<file path="src/rtl/pe_col_drain.sv">
// pe_col_drain: drain unit under one systolic column. It converts accumulator results to
// operand fixed point, buffers one burst in a FIFO and hands it out on valid/ready.
// Define RAVEN_DRAIN_RND_EN to round half up before the shift; the default is floor truncation.
module pe_col_drain #(
  parameter int INT_BW = 5,
  parameter int FRA_BW = 6,
  parameter int MUL_BW = 16,
  parameter int ACC_BW = 32,
  parameter int DEPTH  = 8
) (
  input  logic                        clk,
  input  logic                        rst_n,
  input  logic                        start_i,
  input  logic [$clog2(DEPTH+1)-1:0]  len_i,
  input  logic signed [ACC_BW-1:0]    o_i,
  input  logic                        o_vld_i,
  output logic signed [MUL_BW-1:0]    dat_o,
  output logic                        vld_o,
  input  logic                        rdy_i,
  output logic                        busy_o,
  output logic                        done_o,
  output logic                        sat_o
);

  localparam int LW = $clog2(DEPTH + 1);
  localparam int PW = $clog2(DEPTH);
  localparam int XW = ACC_BW + 1;
  localparam logic [LW-1:0]        DEPTH_L = LW'(DEPTH);
  localparam logic signed [XW-1:0] SAT_MAX = XW'((64'sd1 <<< (INT_BW + FRA_BW)) - 64'sd1);
  localparam logic signed [XW-1:0] SAT_MIN = ~SAT_MAX;
`ifdef RAVEN_DRAIN_RND_EN
  localparam logic signed [XW-1:0] RND     = XW'(64'sd1 <<< (FRA_BW - 1));
`endif

  typedef enum logic [1:0] {IDLE, CAPTURE, DRAIN} state_e;

  state_e        state_q, state_d;
  logic [LW-1:0] len_q, len_d;
  logic [LW-1:0] cnt_q, cnt_d;
  logic          sat_q, sat_d;
  logic          done_q, done_d;

  logic [MUL_BW-1:0] mem_q [DEPTH];
  logic [PW:0]       wr_ptr_q, rd_ptr_q;
  logic              empty, full, push_req, push, pop, last_pop;

  logic signed [XW-1:0] x_ext, x_shf;
  logic [MUL_BW-1:0]    conv_val;
  logic                 conv_sat;

  // One extra bit of headroom so the rounding add can never wrap before the clamp.
  always_comb begin
    x_ext = {o_i[ACC_BW-1], o_i};
`ifdef RAVEN_DRAIN_RND_EN
    x_ext = x_ext + RND;
`endif
    x_shf    = x_ext >>> FRA_BW;
    conv_sat = 1'b1;
    if (x_shf > SAT_MAX) begin
      conv_val = MUL_BW'(SAT_MAX);
    end else if (x_shf < SAT_MIN) begin
      conv_val = MUL_BW'(SAT_MIN);
    end else begin
      conv_val = MUL_BW'(x_shf);
      conv_sat = 1'b0;
    end
  end

  assign empty    = (wr_ptr_q == rd_ptr_q);
  assign full     = (wr_ptr_q[PW] != rd_ptr_q[PW]) &&
                    (wr_ptr_q[PW-1:0] == rd_ptr_q[PW-1:0]);
  assign push_req = (state_q == CAPTURE) && o_vld_i;
  assign push     = push_req && !full;
  assign pop      = !empty && rdy_i;
  assign last_pop = pop && ((rd_ptr_q + (PW+1)'(1)) == wr_ptr_q);

  // NOTE: non-blocking assignments in clocked blocks so every register samples pre-edge values.
  // NOTE: the storage array has no reset; dat_o is masked while empty, so stale words never leak.
  always_ff @(posedge clk) begin
    if (push) mem_q[wr_ptr_q[PW-1:0]] <= conv_val;
  end

  // NOTE: every variable gets a default first so no path through the case infers a latch.
  always_comb begin
    state_d = state_q;
    len_d   = len_q;
    cnt_d   = cnt_q;
    sat_d   = sat_q;
    done_d  = 1'b0;
    unique case (state_q)
      IDLE: begin
        if (start_i) begin
          len_d = (len_i > DEPTH_L) ? DEPTH_L : len_i;
          cnt_d = '0;
          sat_d = 1'b0;
          if (len_d == '0) done_d = 1'b1;
          else             state_d = CAPTURE;
        end
      end
      CAPTURE: begin
        if (o_vld_i) begin
          cnt_d = cnt_q + LW'(1);
          if (push && conv_sat) sat_d = 1'b1;
          if (cnt_d == len_q)   state_d = DRAIN;
        end
      end
      DRAIN: begin
        if (last_pop) begin
          state_d = IDLE;
          done_d  = 1'b1;
        end
      end
      default: state_d = IDLE;
    endcase
  end

  always_ff @(posedge clk or negedge rst_n) begin
    if (!rst_n) begin
      state_q  <= IDLE;
      len_q    <= '0;
      cnt_q    <= '0;
      sat_q    <= 1'b0;
      done_q   <= 1'b0;
      wr_ptr_q <= '0;
      rd_ptr_q <= '0;
    end else begin
      state_q <= state_d;
      len_q   <= len_d;
      cnt_q   <= cnt_d;
      sat_q   <= sat_d;
      done_q  <= done_d;
      if (push) wr_ptr_q <= wr_ptr_q + (PW+1)'(1);
      if (pop)  rd_ptr_q <= rd_ptr_q + (PW+1)'(1);
    end
  end

  assign dat_o  = empty ? '0 : mem_q[rd_ptr_q[PW-1:0]];
  assign vld_o  = !empty;
  assign busy_o = (state_q != IDLE);
  assign done_o = done_q;
  assign sat_o  = sat_q;

  // A burst never exceeds DEPTH and starts on an empty FIFO, so a push must never see it full.
  a_no_overflow: assert property (@(posedge clk) disable iff (!rst_n) !(push_req && full));

endmodule

</file>
<file path="config.mk">
export PLATFORM = sky130hd
export DESIGN_NAME = pe_col_drain
export DESIGN_NICKNAME = d
export VERILOG_FILES = /design/src/rtl/pe_col_drain.sv
export SDC_FILE = /design/constraint.sdc
export NUM_CORES = 1
export LEC_CHECK = 0
export CAP_MARGIN = 40
export CORE_UTILIZATION = 28
export DETAILED_ROUTE_END_ITERATION = 7
export HOLD_SLACK_MARGIN = 0.15
export PLACE_DENSITY_LB_ADDON = 0.3
export SLEW_MARGIN = 25
export SYNTH_ARGS = -nofsm -noshare
export SYNTH_HDL_FRONTEND = slang
export SYNTH_SLANG_ARGS = --single-unit
</file>
<file path="constraint.sdc">
create_clock -name clk -period 6.5 [get_ports clk]
set_input_delay 1.95 -clock clk [delete_from_list [all_inputs] [get_ports clk]]
set_output_delay 1.95 -clock clk [all_outputs]
set_load 0.005 [all_outputs]
</file>
==> results.txt, run 1 <==
Outcome: finished clean
Most frequent cells in the layout: edfxtp_1 (128), clkdlybuf4s50_1 (54), mux4_2 (32)
Max-cap viol count: 0
CP max stage delay: 0.78 ns
IO Pins: 61
Top cell type by total area after synthesis: edfxtp_1
Skew final: 0.0103 ns
Peak supply drop: 0.152 mV
Syn Inst Count: 350
Worst-margin pin slew: 0.636 ns
Yosys cell types: 44
Cts hold-fix bufs: 0
Nets: 460
Port bufs: 54
Multiplexer share of the synthesized area: 15.1%
Synth top area share: 61.8%
Worst slew margin: 57.6%
Post-synthesis xor/xnor area fraction: 3.06%
First DRT Iteration DRCs: 185
Num CTS Buffers: 17
Vias: 3288
Final ANT Viol Nets: 0
HPWL Detailed: 8.08 mm
Wire per inst: 17.7 µm
Hold WC Path Type: flip-flop to flip-flop
Number of global-route vias before repair: 3565
Cts repair resizes: 0
Main area contributors after synthesis: edfxtp_1 (62%), mux4_2 (12%), dfrtp_1 (8.0%)
RSZ-0062 raised after global routing: no
Post-synthesis compound-gate area fraction: 3.80%
Post-synthesis sequential area ratio: 69.8%
Global-route wire length before repair: 19.8 mm
Synth Register Bits: 148
Routed WL: 12.6 mm
EDFF count, synth: 128
Syn Area/Cell: 17.8 µm²
Largest net degree at the start of global routing: 43
Buffer count from post-CTS setup fixing: 0
FMAX: 202 MHz
Critical path type: flip-flop to output pin
Synth async-reset ratio: 13.5%
Pins Over Slew Limit: 0
N_diodes: 0
Layout area overhead: 24.9%
GR Util All Layers: 12.1%
Crit start category: flip-flop
Worst skew pair latency: 0.42 ns
Ratio of cells with drive above 1 in the final layout: 21.4%
Horiz. Die Dim: 151 µm
Period minus WS final: 4.94 ns
DR pass1 iterations: 5
WP data arrival: 2.99 ns
Worst-path clk slew: 0.07 ns
Die H: 151 µm
Initial Util: 28.5%
Finish-stage setup viols: 0
Post-synth net total: 394
Cell Chain, Critical Path: buf_4 > mux4_2 > mux2i_1 > nor2_1 > clkdlybuf4s50_1
H-tree depth: 4
Slowest-stage cell, CP: dfrtp_2
Commonest non-fill, non-tap cell in the layout: edfxtp_1
Largest family of logic cells by synthesized area: multiplexers
Initial antenna violation count: 0
Setup TNS: 0 ns
Most used DFF post-synth: edfxtp_1
Residual DRC: 0
Gp weighted congestion: 0.746
Fill cells: 2065
Max FO, Critical Path: 19
GRT overflow: 0
Clk buf depth: 2
Pwr dens: 446 nW/µm²
CTS root buf: clkbuf_16
Synth Area in Adders: 0.604%
Synth Area in Simple Gates: 5.27%
Core area: 21800 µm²
Worst hold margin: 0.506 ns
Full die area: 22800 µm²
Fin crit share: 76.1%
Multi-input gate area: 1760 µm²
Static leakage: 0.00266 µW
CP Capture Type: output pin
Synthesis Warnings: 0
Vias per std cell: 4.64
Cell Area, Synth: 6220 µm²
Clock Sinks: 148
Crit path required time: 4.55 ns
Sequential standard cell area: 4350 µm²
CTS tree: built
Number of placement rows: 54
Final Hold Fails: 0
worst paths after layout:
path                       slack (ns)        start           to  depth (start not counted)
max reg2reg                      3.68  rd_ptr_q[1]  mem_q[4][0]                          6
max in group asynchronous        4.17        rst_n  wr_ptr_q[3]                          2
max                              1.56  rd_ptr_q[0]     dat_o[8]                          5
min in group asynchronous        1.87        rst_n     cnt_q[0]                          1
min reg2reg                      0.51     len_q[0]     len_q[0]                          2
min                              0.51     len_q[0]     len_q[0]                          2
kinds of logic (layout without fill, tap and decap cells):
group,after synthesis,after routing
adders and majority gates,3,3
muxes,53,53
and+or+nand+nor,66,66
DFF,148,148
buffers and inverters,29,108
AOI/OAI and AO/OA,31,31
xor gates and xnor gates,20,20
critical path: cells and delay by family (launching register included):
kind / cells / cell delay [ns]
buf+inv: 2 / 0.93
flops: 1 / 0.78
mux: 2 / 0.76
simple gates: 1 / 0.08
per-layer routing:
layer,track usage (%),vias up,share of wire (%)
met3,2.95,18,3.2
met5,0,-,0
li1,-,1510,-
met1,14.1,1701,43
met2,21.2,59,52
met4,5.25,0,1.8
through the flow:
stage	total power [µW]	std cells	setup WS [ns]	area [µm²]	utilization (%)
5_1_grt	3660	709	1.36	7770	35.6
2_1_floorplan	2080	350	2.46	6220	-
3_3_place_gp	2530	672	1.84	7100	32.6
4_1_cts	3520	709	1.45	7770	35.6
3_5_place_dp	2580	677	1.89	7190	33.0
6_report	3460	709	1.56	7770	35.6
registers in the layout (all words and copies together), names as in the netlist:
register / flops
mem_q: 128
cnt_q: 4
len_q: 4
rd_ptr_q: 4
wr_ptr_q: 4
state_q: 2
done_o: 1
sat_o: 1
power by group:
group	internal [µW]	switching, µW
Clock	536	403
Sequential	1190	132
Combinational	656	541
Total	2390	1080
synth_stat cells, types with 2 or more instances:
library cell	instances
nand2b_1	8
xor2_1	6
buf_2	6
a22o_1	4
xnor2_2	2
nor4_1	5
nand2_1	12
a21o_1	11
nand3_1	3
nand4_1	4
o21ai_0	5
dfrtp_1	20
clkbuf_1	10
buf_4	5
inv_1	5
mux4_2	32
ha_1	3
mux2_2	2
and3_1	2
xnor2_1	12
edfxtp_1	128
nor2_1	23
nor3_1	4
mux2i_1	18
layout make-up:
cell class                 count  share of cell area, %
sequential                   148                   56.0
clock buffer                  17                   5.48
timing repair buffer          70                   9.15
clock inverter                15                   1.92
multi-input combinational    173                   22.7
tap                          280                   4.51
inverter                       6                  0.322
No activity file was read; power rests on OpenSTA's default activity.
==> inputs of run 2 (changes only) <==
clock period = 5.04 ns   (was 6.5 ns; I/O delays follow)
==> run 2 against run 1 <==
Against the previous run: clock power up 43%; non-clock buffer count up 1; global-route usage up 0.38 points; first-iteration DRC count up 3.8%; design area up 0.32%; count of clock-buffer cells in the layout up 1; clock skew down 0.00073 ns; sequential share of layout area down 0.18 points; total power up 33%; worst hold slack about the same; combinational power up 30%; critical path type unchanged.
==> results.txt, run 2 (synthesized netlist as in run 1, its figures left out) <==
Outcome: finished clean
DR pass1 iterations: 4 (-1)
Worst Path Buf+Inv: 2 (unchanged)
Cts repair resizes: 0 (unchanged)
WP data arrival: 2.61 ns (-0.38 ns)
CTS tree: built
Pwr dens: 590 nW/µm² (+32%)
Period minus WS final: 4.12 ns
Die H: 151 µm (unchanged)
Final ANT Viol Nets: 0 (unchanged)
Multi-input gate area: 1750 µm² (-0.71%)
Slowest-stage cell, CP: dfrtp_2
Worst slew margin: 43.5% (-14 points)
Clk buf depth: 2 (unchanged)
Hold WC Path Type: flip-flop to flip-flop
Max reg flops: 128 (unchanged)
Layout area overhead: 25.3%
Number of placement rows: 54 (unchanged)
Port bufs: 54 (unchanged)
Clock Sinks: 148 (unchanged)
Vias: 3360 (+2.2%)
Largest net degree at the start of global routing: 36 (-16%)
Number of global-route vias before repair: 3584 (+0.53%)
Cell Chain, Critical Path: buf_4 > mux4_2 > mux2i_1 > nor2_1 > clkdlybuf4s50_1
RSZ-0062 raised after global routing: no
Num CTS Buffers: 17 (unchanged)
Vias per std cell: 4.73 (+2.0%)
Commonest non-fill, non-tap cell in the layout: edfxtp_1
Wire per inst: 18.3 µm (+3.5%)
Buffer count from post-CTS setup fixing: 0 (unchanged)
Gp weighted congestion: 0.769 (+3.0%)
Skew final: 0.00959 ns (-0.000730 ns)
Cell family with most CP delay: buffers and inverters
Finish-stage setup viols: 0 (unchanged)
Routed WL: 13.0 mm (+3.7%)
Fin crit share: 81.7%
Peak supply drop: 0.217 mV (+43%)
HPWL Detailed: 8.01 mm (-0.82%)
GR Util All Layers: 12.5% (+0.38 points)
Final Hold Fails: 0 (unchanged)
Pins Over Slew Limit: 0 (unchanged)
First DRT Iteration DRCs: 192 (+3.8%)
Nets: 461 (+0.22%)
Full die area: 22800 µm² (unchanged)
Pre-CTS WS: 0.945 ns (-0.947 ns)
CP Capture Type: output pin
Global-route wire length before repair: 20.4 mm (+3.1%)
Most frequent cells in the layout: edfxtp_1 (128), clkdlybuf4s50_1 (54), mux4_2 (32)
Max FO, Critical Path: 14 (-5)
CP max stage delay: 0.55 ns (-0.23 ns)
Fill cells: 2038 (-1.3%)
Worst setup margin: 0.923 ns (-0.633 ns)
Worst-path clk slew: 0.07 ns (about the same)
Setup TNS: 0 ns (unchanged)
Critical path type: flip-flop to output pin
H-tree depth: 4 (unchanged)
Cell Area, Placed: 7160 µm² (-0.38%)
Pwr Total: 4590 µW (+33%)
Worst-margin pin slew: 0.843 ns (+0.206 ns)
FMAX: 243 MHz
Worst skew pair latency: 0.42 ns (about the same)
N_diodes: 0 (unchanged)
Initial antenna violation count: 0 (unchanged)
Crit start category: flip-flop
Crit path required time: 3.53 ns (-1.02 ns)
Residual DRC: 0 (unchanged)
Final instance area: 7790 µm² (+0.32%)
Cts hold-fix bufs: 0 (unchanged)
CTS root buf: clkbuf_16
GRT overflow: 0 (unchanged)
Initial Util: 28.5% (unchanged)
IO Pins: 61 (unchanged)
Static leakage: 0.00269 µW (+1.2%)
Ratio of cells with drive above 1 in the final layout: 21.4% (-0.050 points)
Sequential standard cell area: 4350 µm² (unchanged)
Horiz. Die Dim: 151 µm (unchanged)
Core area: 21800 µm² (unchanged)
Max-cap viol count: 0 (unchanged)
==> run 2: worst reg2reg max path, delay by kind of cell (launching register included) <==
family                    cells  cell delay (ns)
AOI/OAI and AO/OA             1             0.39
xor gates and xnor gates      1             0.17
buffers and inverters         1             0.24
DFF                           1             0.58
and+or+nand+nor               2             0.86
==> run 2: layout make-up <==
class                           count  share of cell area [%]
Sequential cell                   148                    55.8
Multi-Input combinational cell    173                    22.4
Timing Repair Buffer               71                    8.93
Clock buffer                       18                    5.51
Tap cell                          280                    4.50
Clock inverter                     14                    2.54
Inverter                            6                   0.321
==> run 2: report_power, final <==
group / switching, µW / internal, µW
Combinational: 721 / 841
Sequential: 146 / 1540
Clock: 508 / 836
==> run 2: through the flow <==
stage	util [%]	std cells	hold WS (ns)
after global routing	35.7	710	0.528
after detailed placement	32.8	678	0.499
final	35.7	710	0.507
after floorplan	-	350	0.469
after global placement	32.7	676	0.494
after CTS	35.7	710	0.514
==> run 2: worst paths after layout <==
check / start / to / slack [ns] / depth (start not counted)
worst max-delay path: rd_ptr_q[0] / dat_o[11] / 0.92 / 5
worst min-delay path: len_q[0] / len_q[0] / 0.51 / 2
worst max register to register: wr_ptr_q[1] / mem_q[0][3] / 2.49 / 5
worst min register to register: len_q[0] / len_q[0] / 0.51 / 2
max in group asynchronous: rst_n / wr_ptr_q[3] / 3.17 / 2
min in group asynchronous: rst_n / cnt_q[0] / 1.42 / 1
==> run 2: layer usage <==
metal  track usage (%)  part of all wire [%]  vias up
met5                 0                     0        -
met4              4.50                   1.1        0
met3              3.04                   3.9       13
met2              20.8                    50       62
met1              15.8                    45     1775
li1                  -                     -     1510
